### config.mk
export PLATFORM = sky130hd
export DESIGN_NAME = multicycle_controller_flat
export DESIGN_NICKNAME = d
export VERILOG_FILES = /design/src/rtl/multicycle_controller_pkg.sv /design/src/rtl/multicycle_controller_if.sv /design/src/rtl/multicycle_controller_alu_decoder.sv /design/src/rtl/multicycle_controller.sv /design/src/flat_wrapper.sv
export SDC_FILE = /design/constraint.sdc
export NUM_CORES = 1
export LEC_CHECK = 0
export BUFFER_PORTS_ARGS = -buffer_cell sky130_fd_sc_hd__buf_2
export CAP_MARGIN = 20
export CORE_MARGIN = 5
export CORE_UTILIZATION = 39
export DETAILED_ROUTE_END_ITERATION = 10
export GPL_TIMING_DRIVEN = 1
export PLACE_DENSITY = 0.8
export SLEW_MARGIN = 20
export SYNTH_ARGS = -nofsm -noshare
export SYNTH_HDL_FRONTEND = slang
export SYNTH_HIERARCHICAL = 1
export SYNTH_SLANG_ARGS = --single-unit
### constraint.sdc
create_clock -name clk -period 1.6 [get_ports clk]
set_clock_uncertainty 0.15 [all_clocks]
set_input_delay 0.32 -clock clk [delete_from_list [all_inputs] [get_ports clk]]
set_output_delay 0.32 -clock clk [all_outputs]
set_load 0.05 [all_outputs]
### src/rtl/multicycle_controller_pkg.sv
// Shared types and encodings for the multi-cycle RV32I controller.
// Holds the FSM state enum, the supported opcodes, the ALU_Control codes,
// and the encodings of every datapath select the controller drives.
package multicycle_controller_pkg;

  typedef enum logic [3:0] {
    S_FETCH    = 4'd0,
    S_DECODE   = 4'd1,
    S_MEMADR   = 4'd2,
    S_MEMREAD  = 4'd3,
    S_MEMWB    = 4'd4,
    S_MEMWRITE = 4'd5,
    S_EXECUTER = 4'd6,
    S_EXECUTEI = 4'd7,
    S_ALUWB    = 4'd8,
    S_BEQ      = 4'd9,
    S_JAL      = 4'd10
  } state_t;

  localparam logic [6:0] OP_LW  = 7'b0000011;
  localparam logic [6:0] OP_SW  = 7'b0100011;
  localparam logic [6:0] OP_R   = 7'b0110011;
  localparam logic [6:0] OP_I   = 7'b0010011;
  localparam logic [6:0] OP_BEQ = 7'b1100011;
  localparam logic [6:0] OP_JAL = 7'b1101111;

  localparam logic [2:0] ALU_ADD = 3'b000;
  localparam logic [2:0] ALU_SUB = 3'b001;
  localparam logic [2:0] ALU_AND = 3'b010;
  localparam logic [2:0] ALU_OR  = 3'b011;
  localparam logic [2:0] ALU_SLT = 3'b101;

  typedef enum logic [1:0] {
    ALUOP_ADD   = 2'b00,
    ALUOP_SUB   = 2'b01,
    ALUOP_FUNCT = 2'b10
  } alu_op_t;

  localparam logic [1:0] IMM_I = 2'b00;
  localparam logic [1:0] IMM_S = 2'b01;
  localparam logic [1:0] IMM_B = 2'b10;
  localparam logic [1:0] IMM_J = 2'b11;

  localparam logic [1:0] RES_ALUOUT = 2'b00;
  localparam logic [1:0] RES_DATA   = 2'b01;
  localparam logic [1:0] RES_ALU    = 2'b10;

  localparam logic [1:0] SRCA_PC    = 2'b00;
  localparam logic [1:0] SRCA_OLDPC = 2'b01;
  localparam logic [1:0] SRCA_RS1   = 2'b10;

  localparam logic [1:0] SRCB_RS2   = 2'b00;
  localparam logic [1:0] SRCB_IMM   = 2'b01;
  localparam logic [1:0] SRCB_FOUR  = 2'b10;

endpackage

### src/rtl/multicycle_controller_if.sv
// Controller <-> datapath bundle.
// master: the controller (takes instruction fields and Zero, drives selects/enables).
// slave : the datapath (supplies instruction fields and Zero, consumes controls).
interface multicycle_controller_if;
  logic [6:0] op;
  logic [2:0] funct3;
  logic       funct7b5;
  logic       Zero;
  logic       PCWrite;
  logic       AdrSrc;
  logic       MemWrite;
  logic       IRWrite;
  logic [1:0] ResultSrc;
  logic [1:0] ALUSrcA;
  logic [1:0] ALUSrcB;
  logic [1:0] ImmSrc;
  logic       RegWrite;
  logic [2:0] ALU_Control;
  logic       illegal_instr;

  modport master (
    input  op, funct3, funct7b5, Zero,
    output PCWrite, AdrSrc, MemWrite, IRWrite, ResultSrc, ALUSrcA, ALUSrcB,
           ImmSrc, RegWrite, ALU_Control, illegal_instr
  );

  modport slave (
    output op, funct3, funct7b5, Zero,
    input  PCWrite, AdrSrc, MemWrite, IRWrite, ResultSrc, ALUSrcA, ALUSrcB,
           ImmSrc, RegWrite, ALU_Control, illegal_instr
  );
endinterface

### src/rtl/multicycle_controller_alu_decoder.sv
// ALU decoder: maps (alu_op, funct3, funct7b5, op[5]) to the 3-bit ALU_Control.
// Ports: alu_op, funct3, funct7b5, op5 in; alu_control out. Purely combinational.
module alu_decoder
  import multicycle_controller_pkg::*;
(
  input  alu_op_t    alu_op,
  input  logic [2:0] funct3,
  input  logic       funct7b5,
  input  logic       op5,
  output logic [2:0] alu_control
);

  always_comb begin
    alu_control = ALU_ADD;
    case (alu_op)
      ALUOP_ADD: alu_control = ALU_ADD;
      ALUOP_SUB: alu_control = ALU_SUB;
      ALUOP_FUNCT: begin
        case (funct3)
          // op[5] separates R-type from I-type: addi never subtracts,
          // even when imm[10] happens to sit in the funct7b5 position.
          3'b000:  alu_control = (op5 && funct7b5) ? ALU_SUB : ALU_ADD;
          3'b010:  alu_control = ALU_SLT;
          3'b110:  alu_control = ALU_OR;
          3'b111:  alu_control = ALU_AND;
          default: alu_control = ALU_ADD;
        endcase
      end
      default: alu_control = ALU_ADD;
    endcase
  end

endmodule

### src/rtl/multicycle_controller.sv
// Moore-FSM control unit for the multi-cycle RV32I subset
// (lw, sw, R-type, I-type ALU, beq, jal).
// Ports: clk, reset (synchronous, active high), bus (master modport:
// instruction fields + Zero in; mux selects, write enables, ALU_Control,
// illegal_instr out).
//
// state    | meaning
// ---------+----------------------------------------------------
// FETCH    | load IR from mem[PC], PC <= PC + 4
// DECODE   | read registers, ALUOut <= OldPC + imm (branch target)
// MEMADR   | ALUOut <= rs1 + imm (load/store address)
// MEMREAD  | read data memory at ALUOut
// MEMWB    | rd <= loaded data
// MEMWRITE | write rs2 to data memory at ALUOut
// EXECUTER | ALUOut <= rs1 op rs2
// EXECUTEI | ALUOut <= rs1 op imm
// ALUWB    | rd <= ALUOut
// BEQ      | compare rs1/rs2; PC <= target when equal
// JAL      | PC <= target, ALUOut <= OldPC + 4 (link value)
module multicycle_controller
  import multicycle_controller_pkg::*;
(
  input  logic                     clk,
  input  logic                     reset,
  multicycle_controller_if.master  bus
);

  state_t     state;
  state_t     state_next;
  alu_op_t    alu_op;
  logic       pc_update;
  logic       branch;
  logic       adr_src;
  logic       mem_write;
  logic       ir_write;
  logic       reg_write;
  logic       illegal;
  logic [1:0] result_src;
  logic [1:0] alu_src_a;
  logic [1:0] alu_src_b;
  logic [1:0] imm_src;
  logic [2:0] alu_control;
  logic       op_legal;

  assign op_legal = (bus.op == OP_LW) || (bus.op == OP_SW) || (bus.op == OP_R) ||
                    (bus.op == OP_I)  || (bus.op == OP_BEQ) || (bus.op == OP_JAL);

  always_ff @(posedge clk) begin
    if (reset) state <= S_FETCH;
    else       state <= state_next;
  end

  always_comb begin
    state_next = state;
    alu_op     = ALUOP_ADD;
    pc_update  = 1'b0;
    branch     = 1'b0;
    adr_src    = 1'b0;
    mem_write  = 1'b0;
    ir_write   = 1'b0;
    reg_write  = 1'b0;
    illegal    = 1'b0;
    result_src = RES_ALUOUT;
    alu_src_a  = SRCA_PC;
    alu_src_b  = SRCB_RS2;
    case (state)
      S_FETCH: begin
        ir_write   = 1'b1;
        alu_src_b  = SRCB_FOUR;
        result_src = RES_ALU;
        pc_update  = 1'b1;
        state_next = S_DECODE;
      end
      S_DECODE: begin
        alu_src_a = SRCA_OLDPC;
        alu_src_b = SRCB_IMM;
        if      (bus.op == OP_LW || bus.op == OP_SW) state_next = S_MEMADR;
        else if (bus.op == OP_R)                     state_next = S_EXECUTER;
        else if (bus.op == OP_I)                     state_next = S_EXECUTEI;
        else if (bus.op == OP_BEQ)                   state_next = S_BEQ;
        else if (bus.op == OP_JAL)                   state_next = S_JAL;
        else                                         state_next = S_FETCH;
        illegal = !op_legal;
      end
      S_MEMADR: begin
        alu_src_a  = SRCA_RS1;
        alu_src_b  = SRCB_IMM;
        state_next = (bus.op == OP_LW) ? S_MEMREAD : S_MEMWRITE;
      end
      S_MEMREAD: begin
        adr_src    = 1'b1;
        state_next = S_MEMWB;
      end
      S_MEMWB: begin
        result_src = RES_DATA;
        reg_write  = 1'b1;
        state_next = S_FETCH;
      end
      S_MEMWRITE: begin
        adr_src    = 1'b1;
        mem_write  = 1'b1;
        state_next = S_FETCH;
      end
      S_EXECUTER: begin
        alu_src_a  = SRCA_RS1;
        alu_op     = ALUOP_FUNCT;
        state_next = S_ALUWB;
      end
      S_EXECUTEI: begin
        alu_src_a  = SRCA_RS1;
        alu_src_b  = SRCB_IMM;
        alu_op     = ALUOP_FUNCT;
        state_next = S_ALUWB;
      end
      S_ALUWB: begin
        reg_write  = 1'b1;
        state_next = S_FETCH;
      end
      S_BEQ: begin
        alu_src_a  = SRCA_RS1;
        alu_op     = ALUOP_SUB;
        branch     = 1'b1;
        state_next = S_FETCH;
      end
      S_JAL: begin
        alu_src_a  = SRCA_OLDPC;
        alu_src_b  = SRCB_FOUR;
        pc_update  = 1'b1;
        state_next = S_ALUWB;
      end
      default: state_next = S_FETCH;
    endcase
  end

  always_comb begin
    imm_src = IMM_I;
    case (bus.op)
      OP_SW:   imm_src = IMM_S;
      OP_BEQ:  imm_src = IMM_B;
      OP_JAL:  imm_src = IMM_J;
      default: imm_src = IMM_I;
    endcase
  end

  alu_decoder u_alu_decoder (
    .alu_op      (alu_op),
    .funct3      (bus.funct3),
    .funct7b5    (bus.funct7b5),
    .op5         (bus.op[5]),
    .alu_control (alu_control)
  );

  // Write enables are masked while reset is high so that an instruction
  // aborted by reset never commits anything, even in the reset cycle itself.
  assign bus.PCWrite       = !reset && (pc_update || (branch && bus.Zero));
  assign bus.MemWrite      = !reset && mem_write;
  assign bus.IRWrite       = !reset && ir_write;
  assign bus.RegWrite      = !reset && reg_write;
  assign bus.illegal_instr = !reset && illegal;
  assign bus.AdrSrc        = adr_src;
  assign bus.ResultSrc     = result_src;
  assign bus.ALUSrcA       = alu_src_a;
  assign bus.ALUSrcB       = alu_src_b;
  assign bus.ImmSrc        = imm_src;
  assign bus.ALU_Control   = alu_control;

endmodule

### src/flat_wrapper.sv
// flat-port wrapper written by rule: the top's interface ports become plain ports
module multicycle_controller_flat import multicycle_controller_pkg::*;
  (clk, reset, bus_op, bus_funct3, bus_funct7b5, bus_Zero, bus_PCWrite, bus_AdrSrc, bus_MemWrite, bus_IRWrite, bus_ResultSrc, bus_ALUSrcA, bus_ALUSrcB, bus_ImmSrc, bus_RegWrite, bus_ALU_Control, bus_illegal_instr);
  multicycle_controller_if bus_i ();
  input  logic clk;
  input  logic reset;
  input wire logic [$bits(bus_i.op)-1:0] bus_op;
  input wire logic [$bits(bus_i.funct3)-1:0] bus_funct3;
  input wire logic [$bits(bus_i.funct7b5)-1:0] bus_funct7b5;
  input wire logic [$bits(bus_i.Zero)-1:0] bus_Zero;
  output wire logic [$bits(bus_i.PCWrite)-1:0] bus_PCWrite;
  output wire logic [$bits(bus_i.AdrSrc)-1:0] bus_AdrSrc;
  output wire logic [$bits(bus_i.MemWrite)-1:0] bus_MemWrite;
  output wire logic [$bits(bus_i.IRWrite)-1:0] bus_IRWrite;
  output wire logic [$bits(bus_i.ResultSrc)-1:0] bus_ResultSrc;
  output wire logic [$bits(bus_i.ALUSrcA)-1:0] bus_ALUSrcA;
  output wire logic [$bits(bus_i.ALUSrcB)-1:0] bus_ALUSrcB;
  output wire logic [$bits(bus_i.ImmSrc)-1:0] bus_ImmSrc;
  output wire logic [$bits(bus_i.RegWrite)-1:0] bus_RegWrite;
  output wire logic [$bits(bus_i.ALU_Control)-1:0] bus_ALU_Control;
  output wire logic [$bits(bus_i.illegal_instr)-1:0] bus_illegal_instr;
  assign bus_i.op = bus_op;
  assign bus_i.funct3 = bus_funct3;
  assign bus_i.funct7b5 = bus_funct7b5;
  assign bus_i.Zero = bus_Zero;
  assign bus_PCWrite = bus_i.PCWrite;
  assign bus_AdrSrc = bus_i.AdrSrc;
  assign bus_MemWrite = bus_i.MemWrite;
  assign bus_IRWrite = bus_i.IRWrite;
  assign bus_ResultSrc = bus_i.ResultSrc;
  assign bus_ALUSrcA = bus_i.ALUSrcA;
  assign bus_ALUSrcB = bus_i.ALUSrcB;
  assign bus_ImmSrc = bus_i.ImmSrc;
  assign bus_RegWrite = bus_i.RegWrite;
  assign bus_ALU_Control = bus_i.ALU_Control;
  assign bus_illegal_instr = bus_i.illegal_instr;
  multicycle_controller u_core (.clk(clk), .reset(reset), .bus(bus_i));
endmodule
==> results.ini, run 1 <==
[global_route]
grt_max_degree = 11

[synth]
syn_inst = 78
ys_types = 37
synth_area_um2 = 591
synth-seq-area-share = 0.136
yosys_register_bits = 4
syn-num-nets = 94
yosys_warnings = 6
postSynthAreaPerCell_um2 = 7.57

[status]
run_status = aborted with a tool error
lastStage = global routing (5_1_grt)
firstError = [ERROR DPL-0038] Utilization greater than 100%, impossible to legalize

[placement]
dpl.hpwl_um = 1740
placed_area_um2 = 1120
dp_cells = 145
gp_congestion = 0.793
port_buffers = 30

[cts]
cts_buffer_depth = 2
root_buffer = clkbuf_4
clock_sinks = 4
cts-htree-levels = 1
numCtsBuffers = 3
hold_buffers = 0

[timing]
grt-worst-endpoint = bus_ALU_Control[2]
worst-ep-kind = top-level output

[floorplan]
fp.dieH_um = 48.9
rows = 14
pin_count = 31
die_w_um = 48.9
initial_utilization = 0.401

-- stage by stage --
step	hold WS, ns	setup WS (ns)
3_5_place_dp	0.430	-0.303
4_1_cts	0.364	-0.478
2_1_floorplan	0.276	-0.403
3_3_place_gp	0.426	-0.265
-- timing repair --
| action | in CTS |
|---|---|
| setup endpoints to repair | 17 |
| pin swaps | 10 |
| resized for setup | 54 |
| buffers inserted | 6 |
-- logic make-up after synthesis --
| logic type | share of synthesized area |
|---|---|
| adder cells (fa/ha/maj) | 0.0424 |
| AO/OA/AOI/OAI | 0.267 |
| AND/OR/NAND/NOR | 0.447 |
| flip-flops | 0.136 |
| XOR/XNOR | 0.0297 |
| buffers and inverters | 0.0784 |
-- synthesized netlist by cell type --
library cell	n	area, µm²
a2111oi_0	1	8.76
o211a_1	1	10.0
nor3b_1	1	7.51
or3b_1	1	8.76
and2_1	1	6.26
buf_2	4	20.0
a211o_1	1	8.76
nor4b_1	1	8.76
and2b_1	1	7.51
inv_1	7	26.3
nand2b_1	4	25.0
a2111oi_2	1	15.0
nand4bb_4	1	27.5
o22ai_1	1	6.26
nor2_1	10	37.5
nand2b_4	1	13.8
o221a_2	2	22.5
nand3b_1	3	22.5
nor2b_1	2	12.5
o41a_1	1	11.3
a221oi_2	1	15.0
a21oi_1	3	15.0
nor4_1	3	18.8
and4b_2	1	11.3
or3_1	1	6.26
xor2_1	1	8.76
a21boi_0	1	7.51
and3_1	1	6.26
o31a_1	1	8.76
o32ai_1	1	8.76
dfxtp_1	4	80.1
nand2_1	5	18.8
xnor2_1	1	8.76
nor3_1	5	25.0
ha_1	2	25.0
o2111ai_1	1	8.76
a21boi_2	1	11.3
==> inputs of run 2 (changes only) <==
Settings changed: CORE_AREA set to 5 5 66 68, CORE_MARGIN 5 to not set, CORE_UTILIZATION 39 to not set, DIE_AREA set to 0 0 71 73, PLACE_DENSITY 0.8 to not set, PLACE_DENSITY_LB_ADDON set to 0.15.
Clock period 1.6 ns to 2.1 ns, I/O delays scaled along.
==> results.ini, run 2 <==
[synth]
syn_inst = 78
yosys_warnings = 6
synth.most_common_cell = nor2_1
postSynthAreaPerCell_um2 = 7.57
ys_types = 37
synth_top_area_frac = 0.136
syn-num-nets = 94
synthArstFlopShare = 0
synthTopCellsByCount = nor2_1 (10), inv_1 (7), nand2_1 (5), nor3_1 (5)
synth_largest_area_cell = dfxtp_1
yosys_register_bits = 4
synthFlopType = dfxtp_1
synth-edff-count = 0
ys_top_cells_by_area = dfxtp_1 (14%), nor2_1 (6.4%), nand4bb_4 (4.7%), inv_1 (4.4%), ha_1 (4.2%)
synth_area_um2 = 591
synth-seq-area-share = 0.136

[cts]
hold_buffers = 0
clock_sinks = 4
numCtsBuffers = 3
cts_buffer_depth = 2
clk_latency_ns = 0.22
cts_tree = yes
root_buffer = clkbuf_8
path_clk_slew_ns = 0.03
cts-htree-levels = 1

[route]
routed_wl_um = 2250
drt-initial-drc-count = 30
drcViolationCount = 0
viasPerCell = 4.33
num_vias = 775
dr.pass1.iters = 4
avgRoutedWirePerCell_um = 12.6
antenna_left = 0

[global_route]
grt_util_all_layers = 0.0905
grt_first_pass_wirelength_um = 3600
grt_max_degree = 10
grt_pass1_vias = 784
antenna_found_initial = 0
overflow = 0

[timing]
slew_headroom = 0.818
layout_min_cycle_time_ns = 2.14
min_period_over_period = 1.02
setup_viol = 2
maxClockFrequency_mhz = 467
hold_viol_final = 0
hold_slack_ns = 0.407
rsz0062_at_grt = true
layout_setup_ws_ns = -0.0393
finalMaxSlewViolations = 0
tightest_slew_ns = 0.272

[placement]
dp_cells = 172
placed_area_um2 = 998
dp_slack_ns = -0.0213
port_buffers = 30
dpl.hpwl_um = 1710
gp_congestion = 0.801

[floorplan]
fp.dieH_um = 73
pin_count = 31
rows = 23
die_w_um = 71
initial_utilization = 0.155
design.core.area_um2 = 3800
die-area_um2 = 5180

[cells_and_area]
reg.largest.list = u_core/state x4
final_cell_area_um2 = 1260
n_fill_cell = 433
instances_no_fill = 179
synthToLayoutAreaGrowth_pct = 113
nNetsFinal = 147
drive_above_1_share = 0.690
diodes = 0
top_register = u_core/state
largest_reg_flops = 4
final_cell_mix = buf_2 (19), buf_4 (19), buf_6 (11)

[worst_setup_path]
startpoint_type = register
cp.arrival_ns = 1.57
crit_fanout = 4
required_ns = 1.53
critPathKind = reg -> out
worst_setup_path_end_kind = output port
rrSetupSlack_ns = 0.51

[power]
power_density_nw_per_um2 = 332
peakVddDrop_mv = 0.101
power.leakage_uw = 0.000511

[worst_hold_path]
hp-class = in -> reg

[status]
run_status = finished with violations
violations = setup timing

[flow_run]
cap_violations = 0

[run 2: cell families after synthesis]
| group | share of synthesized area |
|---|---|
| buffers and inverters | 0.0784 |
| xor gates and xnor gates | 0.0297 |
| adders and majority gates | 0.0424 |
| AOI/OAI and AO/OA | 0.267 |
| and+or+nand+nor | 0.447 |
| DFF | 0.136 |
[run 2: stage by stage]
stage | utilization | TNS (ns) | power [µW]
after floorplan | - | -0.321 | 163
after global placement | 0.263 | -0.00532 | 217
after detailed placement | 0.263 | -0.0273 | 218
after CTS | 0.312 | -0.134 | 409
after global routing | 0.331 | -0.311 | 436
final | 0.331 | -0.0735 | 417
[run 2: critical path: stages (launching register included)]
cell and delay [ns]:
dfxtp_2 0.33, nand2b_4 0.15, nor2_4 0.12, inv_2 0.05, ha_4 0.29, and4b_2 0.24
buf_8 0.15
[run 2: timing repair]
action | CTS | global route
gates resized for setup | 34 | 17
endpoints found under the hold margin | 0 | 0
setup buffers | 4 | 0
pin swaps | 7 | 6
setup endpoints to repair | 6 | 11
[run 2: power breakdown]
group          leakage [µW]  switching (µW)  internal (µW)
combinational      0.000456            96.4           69.3
clock             0.0000216            47.7            123
sequential        0.0000343            2.33           78.6
total              0.000511             146            271
[run 2: path summary, 6_finish.rpt]
check	startpoint	endpoint	depth (start not counted)
max	u_core/state[1]	bus_ALU_Control[1]	6
min	reset	u_core/state[3]	2
max reg2reg	u_core/state[0]	u_core/state[1]	6
min reg2reg	u_core/state[1]	u_core/state[0]	3
[run 2: layer usage]
| metal | GRT usage | vias to the layer above | routed length (µm) |
|---|---|---|---|
| li1 | - | 388 | - |
| met5 | 0 | - | 0 |
| met3 | 0.0234 | 4 | 102 |
| met4 | 0.0501 | 0 | 41 |
| met1 | 0.0903 | 366 | 869 |
| met2 | 0.170 | 17 | 1240 |
[run 2: layout make-up]
type	instances	area (µm²)	area share
clock buffers	3	41.3	0.0328
inverters	7	30.0	0.0239
multi-input cells	63	647	0.514
flip-flops and latches	4	85.1	0.0677
well taps	50	62.6	0.0498
repair buffers	52	392	0.311
(Power assumes the default switching activity.)
